==> src/rtl/id_ex_stage.sv <==
`default_nettype none
// ============================================================================
// Module      : id_ex_stage
// Description : ID/EX pipeline register. It has a valid/ready handshake, a
//               2-entry skid buffer, a registered in_ready and a synchronous
//               flush. Invalid entries present a zero control bundle.
// Revision    : 1.0 - initial release
// ============================================================================
module id_ex_stage #(
  parameter int CTRL_W   = 10,
  parameter int DATA_W   = 32,
  parameter int NUM_OPS  = 3,
  parameter int REG_W    = 5,
  parameter int NUM_REGS = 3
) (
  input  logic                         clk,
  input  logic                         rst,
  input  logic                         flush,
  input  logic                         in_valid,
  output logic                         in_ready,
  input  logic [CTRL_W-1:0]            in_ctrl,
  input  logic [NUM_OPS*DATA_W-1:0]    in_data,
  input  logic [NUM_REGS*REG_W-1:0]    in_regs,
  output logic                         out_valid,
  input  logic                         out_ready,
  output logic [CTRL_W-1:0]            out_ctrl,
  output logic [NUM_OPS*DATA_W-1:0]    out_data,
  output logic [NUM_REGS*REG_W-1:0]    out_regs
);

  localparam int c_OPS_W  = NUM_OPS * DATA_W;
  localparam int c_REGS_W = NUM_REGS * REG_W;

  logic                r_main_valid;
  logic [CTRL_W-1:0]   r_main_ctrl;
  logic [c_OPS_W-1:0]  r_main_data;
  logic [c_REGS_W-1:0] r_main_regs;

  logic                r_skid_valid;
  logic [CTRL_W-1:0]   r_skid_ctrl;
  logic [c_OPS_W-1:0]  r_skid_data;
  logic [c_REGS_W-1:0] r_skid_regs;

  logic                r_in_ready;

  logic                w_in_fire;
  logic                w_out_fire;

  assign w_in_fire  = in_valid & r_in_ready & ~flush;
  assign w_out_fire = r_main_valid & out_ready;

  // The main/skid valid pair encodes the state: 00 EMPTY, 10 ONE, 11 FULL.
  always_ff @(posedge clk) begin
    if (!rst) begin
      r_main_valid <= 1'b0;
      r_main_ctrl  <= '0;
      r_main_data  <= '0;
      r_main_regs  <= '0;
      r_skid_valid <= 1'b0;
      r_skid_ctrl  <= '0;
      r_skid_data  <= '0;
      r_skid_regs  <= '0;
      r_in_ready   <= 1'b1;
    end else if (flush) begin
      r_main_valid <= 1'b0;
      r_skid_valid <= 1'b0;
      r_in_ready   <= 1'b1;
    end else begin
      case ({r_main_valid, r_skid_valid})
        2'b00: begin
          if (w_in_fire) begin
            r_main_valid <= 1'b1;
            r_main_ctrl  <= in_ctrl;
            r_main_data  <= in_data;
            r_main_regs  <= in_regs;
          end
          r_in_ready <= 1'b1;
        end
        2'b10: begin
          if (w_in_fire && w_out_fire) begin
            r_main_ctrl <= in_ctrl;
            r_main_data <= in_data;
            r_main_regs <= in_regs;
          end else if (w_in_fire) begin
            r_skid_valid <= 1'b1;
            r_skid_ctrl  <= in_ctrl;
            r_skid_data  <= in_data;
            r_skid_regs  <= in_regs;
            r_in_ready   <= 1'b0;
          end else if (w_out_fire) begin
            r_main_valid <= 1'b0;
          end
        end
        2'b11: begin
          if (w_out_fire) begin
            r_main_ctrl  <= r_skid_ctrl;
            r_main_data  <= r_skid_data;
            r_main_regs  <= r_skid_regs;
            r_skid_valid <= 1'b0;
            r_in_ready   <= 1'b1;
          end
        end
        default: begin
          // Skid valid without main valid is unreachable; recover to EMPTY.
          r_main_valid <= 1'b0;
          r_skid_valid <= 1'b0;
          r_in_ready   <= 1'b1;
        end
      endcase
    end
  end

  assign in_ready  = r_in_ready;
  assign out_valid = r_main_valid;
  assign out_ctrl  = r_main_valid ? r_main_ctrl : '0;
  assign out_data  = r_main_data;
  assign out_regs  = r_main_regs;

endmodule
`default_nettype wire

==> config.mk <==
export PLATFORM = sky130hd
export DESIGN_NAME = id_ex_stage
export DESIGN_NICKNAME = d
export VERILOG_FILES = /design/src/rtl/id_ex_stage.sv
export SDC_FILE = /design/constraint.sdc
export NUM_CORES = 1
export LEC_CHECK = 0
export BUFFER_PORTS_ARGS = -buffer_cell sky130_fd_sc_hd__buf_2
export CORE_MARGIN = 2
export CORE_UTILIZATION = 54
export CTS_BUF_LIST = sky130_fd_sc_hd__clkbuf_16
export CTS_CLUSTER_DIAMETER = 100
export DETAILED_ROUTE_END_ITERATION = 10
export PLACE_DENSITY = 0.8
export SKIP_LAST_GASP = 1
export SYNTH_ARGS = -nofsm -noshare
export SYNTH_HDL_FRONTEND = slang
export SYNTH_SLANG_ARGS = --single-unit
export TNS_END_PERCENT = 100
==> constraint.sdc <==
create_clock -name clk -period 3.1 [get_ports clk]
set_input_delay 0.465 -clock clk [delete_from_list [all_inputs] [get_ports clk]]
set_output_delay 0.465 -clock clk [all_outputs]
set_load 0.05 [all_outputs]
# == Yosys cells after proc, flatten, opt, wreduce, memory -nomap -nowiden ==
# Cells that the tools add are included.
# op_classes
n_eq_ne,9
mux,24
bitwise,8
n_reduce_logical,9
# ops
op,n
96-bit 2-to-1 mux,3
96-bit case mux with 3 select lines,1
15-bit 2-to-1 mux,3
15-bit case mux with 3 select lines,1
10-bit 2-to-1 mux,4
10-bit case mux with 3 select lines,1
2-bit != test (second input constant),7
5-bit AND reduction,2
1-bit 2-to-1 mux,8
4-bit AND reduction,2
1-bit case mux with 3 select lines,2
1-bit inverter,5
2-bit == test (second input constant),2
1-bit AND,3
3-bit AND reduction,1
3-bit nonzero test,1
2-bit logical NOT,1
1-bit case mux with 2 select lines,1
2-bit OR reduction,1
1-bit logical AND,1
# word_totals
register_bits,245
input_bits,126
output_inout_bits,123

# == Depth between registers and ports, before layout ==
# Gate-level depths: netlist (run 1).
# depth
depth_word,5
ltp_mapped,10
depth_no_buf,6

# == Worst setup path after synthesis (run 1) ==
# Ideal clock, no wire load.
# synth_path
kind,reg2reg
from,"reg r_main_valid, in the netlist out_valid"
to,"reg r_main_data[0], in the netlist out_data[0]"
setup_time_ns,0.116
t_arrival_ns,2.495
setup_slack_ns,0.488
path_stages_with_launch,10
n_path_buf,3
path_cell_list,dfxtp_1 clkbuf_1 inv_1 ha_1 or2_1 a2111oi_4 buf_2 clkbuf_2 o21ai_0 o211a_1
# synth_between
elab_chain_len,4
elab_cells_between_ends,11
cone_classes,5 x eq/ne; 1 x mux; 1 x bitwise; 4 x reduce/logical
# synth_lines
element,line,source
start: declaration,34,logic r_main_valid;
start signal: assignment,55,r_main_valid <= 1'b0;
start signal: assignment,65,r_main_valid <= 1'b0;
start signal: assignment,72,r_main_valid <= 1'b1;
1-bit AND,50,assign w_out_fire = r_main_valid & out_ready;
1-bit logical AND,80,if (w_in_fire && w_out_fire) begin
2-bit != test (no line),-,
5-bit AND reduction (no line),-,
end signal: assignment,74,r_main_data <= in_data;
end signal: assignment,82,r_main_data <= in_data;
end signal: assignment,97,r_main_data <= r_skid_data;
end: declaration,36,logic [c_OPS_W-1:0] r_main_data;
# Several ways; a longest one is shown, not always the timed one.
# A chain may end at the register's enable or synchronous reset.

# == Final worst setup path (run 1) ==
# layout_path
from,reg r_skid_valid
to,"reg r_main_data[16], in the netlist out_data[16]"
# layout_between
elab_chain_len,3
elab_cells_between_ends,9
cone_classes,5 x eq/ne; 1 x mux; 3 x reduce/logical
# layout_lines
element,line,source
start: declaration,39,logic r_skid_valid;
start signal: assignment,59,r_skid_valid <= 1'b0;
start signal: assignment,66,r_skid_valid <= 1'b0;
start signal: assignment,85,r_skid_valid <= 1'b1;
2-bit == test / 2-bit logical NOT (equally long branches),69,"case ({r_main_valid, r_skid_valid})"
2-bit != test (no line) / 3-bit nonzero test (equally long branches),-,
5-bit AND reduction (no line),-,
# Several ways; a longest one is shown, not always the timed one.

==> results.txt, run 1 <==
----------------------------------------------------
[Cells and area]
  Share of layout cells above drive strength 1 ... 23.2%
  Cell Count, Final, Fillers Out ... 1591
  Sequential cell area in the final layout ... 4900 um^2
  Final std cell area, no fill ... 12700 um^2
  Filler cells ... 1585
  Multi-input logic area ... 5150 um^2
  Final cell utilization of the core ... 66.0%
  Nets@finish ... 1432
  P&R area growth vs syn ... 20.8%

[Synthesis]
  Flip-flop and latch count after synthesis ... 245
  Simple-gate share of the synthesized area ... 10.1%
  Number of enable-type register cells in the synthesized netlist ... 0
  Dominant cell by count in the synthesized netlist ... sky130_fd_sc_hd__nand2_1
  Post-synthesis mux area share ... 11.5%
  Distinct cell type count of the synthesized netlist ... 27
  Post-synth ARST share ... 0%
  Count of synthesis-stage warnings from yosys ... 0
  Area share of fa/ha/maj cells after synthesis ... 0.356%
  Parity-gate share of the synthesized area counting xor and xnor cells ... 0%
  Average size of a mapped cell ... 9.41 um^2
  Post-synthesis cell type with the largest combined area ... sky130_fd_sc_hd__dfxtp_1
  Most common flop cell mapped by yosys ... sky130_fd_sc_hd__dfxtp_1
  Post-synthesis instance area ... 10500 um^2
  Most common library cells after synthesis ... 247 x sky130_fd_sc_hd__nand2_1, 245 x sky130_fd_sc_hd__dfxtp_1, 122 x sky130_fd_sc_hd__o21ai_0, 121 x sky130_fd_sc_hd__mux2i_1, 121 x sky130_fd_sc_hd__o211a_1
  Number of standard cells after synthesis ... 1119
  Share of the synthesized area in the top cell type ... 46.6%
  Total nets after synthesis ... 1248
  Main combinational cell family by area after synthesis ... compound AO/OA/AOI/OAI gates
  Portion of the post-synthesis area used by sequential elements ... 46.6%
  Top cells by area, synth ... sky130_fd_sc_hd__dfxtp_1 47%, sky130_fd_sc_hd__mux2i_1 11%, sky130_fd_sc_hd__o211a_1 11%, sky130_fd_sc_hd__nand2_1 8.8%, sky130_fd_sc_hd__o21ai_0 5.8%
  Post-synthesis compound-gate area fraction ... 26.5%

[Clock network]
  Setup bufs post-CTS ... 0
  Longest Clk Path Bufs ... 3
  Reg clk slew, reported paths ... 0.06 ns
  Insertion delay of the later-clocked pin in the worst-skew pair ... 0.52 ns
  Max H-tree Level ... 1
  Post-cts gate resize count ... 0
  Number of clock sinks ... 245
  Clock root cell ... sky130_fd_sc_hd__clkbuf_16
  Number of hold buffers added after CTS ... 0
  TritonCTS buffer count ... 26
  CTS tree ... built

[Floorplanning]
  Die footprint ... 20600 um^2
  Count of boundary I/O pins ... 249
  Die height ... 144 um
  Floorplan core area ... 19300 um^2
  Placement row count ... 51
  Die outline width ... 144 um
  Starting Density ... 54.7%

[Global route]
  Overall fraction of global-route tracks in use ... 24.4%
  Pin count of the biggest net entering global routing ... 125
  Total congestion overflow ... 0
  Number of antenna violations at the first check in global routing ... 3
  Global-route wire length before repair ... 41.3 mm
  Number of global-route vias before repair ... 8305

[STA]
  Maximum frequency from static timing analysis ... 0.411 GHz
  Worst clock skew on the final layout ... 0.0136 ns
  Tightest slew margin relative to the limit ... 37.9%
  Slew at the pin closest to its max-slew limit ... 0.931 ns
  Final Hold Vio Count ... 0
  Final period demand of the worst path ... 2.43 ns
  Final setup violation count ... 0
  Fin Setup TNS ... 0 ns
  Share of the cycle needed by the critical path after routing ... 78.5%
  Setup repair after global routing missed its margin ... false
  Final Max Slew Viols ... 0

[Drt]
  Detailed-router iteration count before antenna repair ... 5
  Avg Vias per Cell ... 5.61
  Final routed wire length divided by cell count ... 16.8 um
  DRC violation total after the first TritonRoute iteration ... 507
  Aggregate routed wire length ... 26.7 mm
  DRC viols ... 0
  Routed vias ... 8929
  Antenna Violating Nets Remaining ... 0

[Placement]
  Number of cells in the design after placement ... 1540
  Area after DPL ... 11900 um^2
  IO buf count ... 248
  Placer congestion estimate ... 0.772
  Detailed Place HPWL ... 16.3 mm

[Power]
  Leak pwr ... 0.00602 uW
  Power density of the placed cells ... 597 nW/um^2
  Maximum VDD drop ... 0.487 mV

[Worst setup path]
  Category of the worst setup path launch point ... register
  Worst setup slack for register-to-register paths ... 0.67 ns
  Largest fanout on the critical path ... 49
  Arrival time of data at the critical path endpoint ... 2.84 ns
  Critical path type ... register to register
  Required time of the critical path ... 3.51 ns
  Category of the worst setup path capture point ... register

[Outcome]
  Result of the run ... complete, no violations

[Job]
  Reported max-cap violation count ... 0

[Min path]
  Worst min-delay path class ... input port to register

----------------------------------------------------
==> cells by family (layout without fill, tap and decap cells) <==
group                    count (synthesis)  in the layout
AO/OA/AOI/OAI                          370            370
adder cells (fa/ha/maj)                  3              3
buffers and inverters                  112            314
flip-flops                             245            245
multiplexers                           121            121
other                                    0              5
AND/OR/NAND/NOR                        268            268
==> metal layers <==
layer,up-vias,share of wire (%),global-route usage (%)
met3,41,7.8,6.90
met1,4315,42,30.4
met4,0,2.1,8.00
li1,4296,-,-
met5,-,0,0
met2,277,48,40.8
==> cell type report <==
class	count	share of cell area [%]
inverter	3	0.0885
timing repair buffer	265	11.7
multi-input combinational	762	40.4
clock buffer	27	5.31
antenna	5	0.0983
tap	265	2.61
clock inverter	19	1.22
sequential	245	38.5
==> stage by stage <==
| step | hold WS [ns] | power, uW | setup WS, ns |
|---|---|---|---|
| global route | 0.180 | 7880 | 0.516 |
| global placement | 0.440 | 4620 | 0.783 |
| CTS | 0.177 | 7660 | 0.684 |
| detailed placement | 0.444 | 4650 | 0.681 |
| finish | 0.190 | 7600 | 0.667 |
| floorplan | 0.435 | 4310 | 0.488 |
==> where the power goes <==
group	leakage (uW)	internal (uW)	total, uW	switching [uW]
sequential	0.00200	3310	3400	84.9
combinational	0.00360	361	1180	820
clock	0.000428	1810	3020	1210
total	0.00602	5480	7600	2120
==> sequential cells by signal, indices dropped and copies added (netlist names) <==
| register | cells |
|---|---|
| out_valid | 1 |
| r_skid_data | 96 |
| r_skid_valid | 1 |
| in_ready | 1 |
| r_main_ctrl | 10 |
| r_skid_regs | 15 |
| r_skid_ctrl | 10 |
| out_data | 96 |
| out_regs | 15 |
==> placed cells by master (no fill, tap or decap), types with 7 or more instances in the layout <==
cell type | netlist | final
sky130_fd_sc_hd__nand2_1 | 247 | 247
sky130_fd_sc_hd__buf_2 | 13 | 247
sky130_fd_sc_hd__dfxtp_1 | 245 | 245
sky130_fd_sc_hd__o21ai_0 | 122 | 122
sky130_fd_sc_hd__mux2i_1 | 121 | 121
sky130_fd_sc_hd__o211a_1 | 121 | 121
sky130_fd_sc_hd__a21boi_1 | 67 | 67
sky130_fd_sc_hd__a21boi_0 | 55 | 55
sky130_fd_sc_hd__clkbuf_16 | 0 | 27
sky130_fd_sc_hd__and2_1 | 10 | 10
sky130_fd_sc_hd__buf_12 | 0 | 9
sky130_fd_sc_hd__inv_1 | 3 | 8
sky130_fd_sc_hd__buf_4 | 0 | 8
sky130_fd_sc_hd__clkinv_1 | 0 | 7
==> path summary, 6_finish.rpt <==
kind                                     start                      endpoint  depth (start not counted)
setup / recovery     r_skid_valid$_SDFFE_PP0P_     out_data[16]$_SDFFE_PN0P_                          7
hold reg to reg   r_skid_data[62]$_SDFFE_PN0P_  r_skid_data[62]$_SDFFE_PN0P_                          2
hold / removal                     in_data[89]  r_skid_data[89]$_SDFFE_PN0P_                          3
setup reg to reg     r_skid_valid$_SDFFE_PP0P_     out_data[16]$_SDFFE_PN0P_                          7
==> critical path, cell delays in order, from the launching register on <==
cell and delay (ns):
sky130_fd_sc_hd__dfxtp_1 0.39, sky130_fd_sc_hd__inv_1 0.08, sky130_fd_sc_hd__ha_1 0.27, sky130_fd_sc_hd__or2_1 0.24, sky130_fd_sc_hd__a2111oi_4 0.47, sky130_fd_sc_hd__buf_4 0.52
sky130_fd_sc_hd__o21ai_0 0.20, sky130_fd_sc_hd__o211a_1 0.15
(Power assumes the default switching activity.)
==> inputs of run 2 (changes only) <==
Clock period 3.1 ns to 2.49 ns, I/O delays scaled along.
==> run 2 against run 1 <==
First-iteration DRC count is 17% higher. Final cell count did not move. Die area is the same. Final area is essentially flat. Setup slack lost 0.51 ns. Flip-flop and latch count did not move. Critical endpoint is now out_data[92]$_SDFFE_PN0P_. Largest cell class unchanged.
==> results.txt, run 2 (synthesis results as in run 1) <==
----------------------------------------------------
[Power]
  Power dissipated by switching net loads ... 2630 uW
  Total Power Consumption ... 9250 uW
  Cell-internal power ... 6620 uW
  Clk pwr share ... 38.4%
  Flop pwr share ... 45.7%
  Combinational share of power ... 15.9%
  Maximum VDD drop ... 0.482 mV
  Leak pwr ... 0.00602 uW
  Power density of the placed cells ... 727 nW/um^2
  Sw Ratio ... 28.4%

[STA]
  Worst clock skew on the final layout ... 0.00655 ns
  Slew at the pin closest to its max-slew limit ... 0.500 ns
  Setup repair after global routing missed its margin ... false
  Fin Setup TNS ... 0 ns
  Final Max Slew Viols ... 0
  Maximum frequency from static timing analysis ... 0.428 GHz
  Final period demand of the worst path ... 2.33 ns
  Final hold slack ... 0.103 ns
  Share of the cycle needed by the critical path after routing ... 93.8%
  Final Hold Vio Count ... 0
  Final setup violation count ... 0
  Tightest slew margin relative to the limit ... 66.7%

[Worst setup path]
  Worst setup slack for register-to-register paths ... 0.16 ns
  Category of the worst setup path capture point ... register
  Critical path type ... register to register
  Required time of the critical path ... 2.94 ns
  R2R Path End ... out_data[92]$_SDFFE_PN0P_
  Arrival time of data at the critical path endpoint ... 2.78 ns
  Source of the critical timing path ... r_skid_valid$_SDFFE_PP0P_
  Worst r2r path cells ... 7
  Source of the worst register-to-register timing path ... r_skid_valid$_SDFFE_PP0P_
  Largest fanout on the critical path ... 49
  Category of the worst setup path launch point ... register

[Floorplanning]
  Placement row count ... 51
  Starting Density ... 54.7%
  Die height ... 144 um
  Floorplan core area ... 19300 um^2
  Die footprint ... 20600 um^2
  Count of boundary I/O pins ... 249
  Die outline width ... 144 um

[Cells and area]
  Most used cells in the layout excluding fill and tap cells ... 247 x sky130_fd_sc_hd__nand2_1, 247 x sky130_fd_sc_hd__buf_2, 244 x sky130_fd_sc_hd__dfxtp_1
  P&R area growth vs syn ... 20.7%
  Share of layout cells above drive strength 1 ... 23.4%
  Nets@finish ... 1435
  Filler cells ... 1590

[Clock network]
  Number of hold buffers added after CTS ... 0
  Reg clk slew, reported paths ... 0.06 ns
  Insertion delay of the later-clocked pin in the worst-skew pair ... 0.51 ns
  CTS tree ... built
  Clock root cell ... sky130_fd_sc_hd__clkbuf_16
  Longest Clk Path Bufs ... 3
  Number of clock sinks ... 245
  Post-cts gate resize count ... 0
  Max H-tree Level ... 1
  TritonCTS buffer count ... 26
  Setup bufs post-CTS ... 0

[Drt]
  Aggregate routed wire length ... 26.5 mm
  DRC viols ... 0
  Routed vias ... 8905
  DRC violation total after the first TritonRoute iteration ... 592
  Detailed-router iteration count before antenna repair ... 6
  Avg Vias per Cell ... 5.60
  Antenna Violating Nets Remaining ... 0
  Final routed wire length divided by cell count ... 16.7 um

[Placement]
  IO buf count ... 248
  Detailed Place HPWL ... 16.3 mm
  Placer congestion estimate ... 0.785

[Global route]
  Global-route wire length before repair ... 41.2 mm
  Total congestion overflow ... 0
  Overall fraction of global-route tracks in use ... 24.4%
  Number of antenna violations at the first check in global routing ... 2
  Pin count of the biggest net entering global routing ... 122
  Number of global-route vias before repair ... 8178

[Job]
  Reported max-cap violation count ... 0

[Min path]
  Worst min-delay path endpoint ... r_skid_data[14]$_SDFFE_PN0P_
  Worst min-delay path class ... input port to register
  Hold path depth ... 3
  Launch point of the worst hold path ... in_data[14]

[Outcome]
  Result of the run ... complete, no violations

----------------------------------------------------
==> run 2: cell types whose count changed in the layout (fill, tap and decap cells not counted), sizes merged <==
cell      delta
buf          +3
bufinv       -2
clkinvlp     +1
diode        -1
inv          -1
==> run 2: layout make-up <==
type / count / area [um^2] / share of cell area, %
Timing Repair Buffer: 268 / 1540 / 12.1
Clock inverter: 17 / 104 / 0.816
Sequential cell: 245 / 4910 / 38.6
Inverter: 3 / 11.3 / 0.0885
Multi-Input combinational cell: 762 / 5150 / 40.5
Tap cell: 265 / 332 / 2.61
Antenna cell: 4 / 10.0 / 0.0787
Clock buffer: 27 / 676 / 5.31
==> run 2: routing by layer <==
| metal | vias to the layer above | wire length, um | track usage, % |
|---|---|---|---|
| met2 | 277 | 12800 | 40.3 |
| met5 | - | 0 | 0 |
| met1 | 4293 | 11300 | 32.1 |
| li1 | 4297 | - | - |
| met4 | 0 | 576 | 6.71 |
| met3 | 38 | 1840 | 5.63 |
==> run 2: critical path: stages, from the launching register on <==
cell,delay (ns)
sky130_fd_sc_hd__dfxtp_1,0.39
sky130_fd_sc_hd__inv_1,0.09
sky130_fd_sc_hd__ha_1,0.26
sky130_fd_sc_hd__or2_1,0.23
sky130_fd_sc_hd__a2111oi_4,0.45
sky130_fd_sc_hd__or2_4,0.36
sky130_fd_sc_hd__buf_12,0.27
sky130_fd_sc_hd__o211a_1,0.18
==> run 2: metrics by stage <==
step	cell area (um^2)	util, %	std cells	setup WS [ns]
6_report	12700	66.0	1591	0.156
5_1_grt	12700	66.0	1589	0.0497
4_1_cts	12700	66.0	1587	0.162
3_5_place_dp	11900	61.9	1543	0.191
3_3_place_gp	11900	61.9	1543	0.251
2_1_floorplan	10500	-	1119	0.0741
==> run 2: power groups by stage <==
stage	Combinational, uW	Clock, uW	Sequential, uW
after floorplan	490	0	4870
after global placement	1450	0	4310
after detailed placement	1470	0	4310
after CTS	1470	3620	4230
after global routing	1560	3770	4250
final	1470	3550	4230
==> run 2: worst max path at each step <==
stage                           endpoint  slack, ns
3_5_place_dp   out_data[93]$_SDFFE_PN0P_       0.19
2_1_floorplan   out_data[0]$_SDFFE_PN0P_       0.07
3_3_place_gp    out_data[8]$_SDFFE_PN0P_       0.25
4_1_cts        out_data[92]$_SDFFE_PN0P_       0.16
5_1_grt         out_data[6]$_SDFFE_PN0P_       0.05
6_report       out_data[92]$_SDFFE_PN0P_       0.16
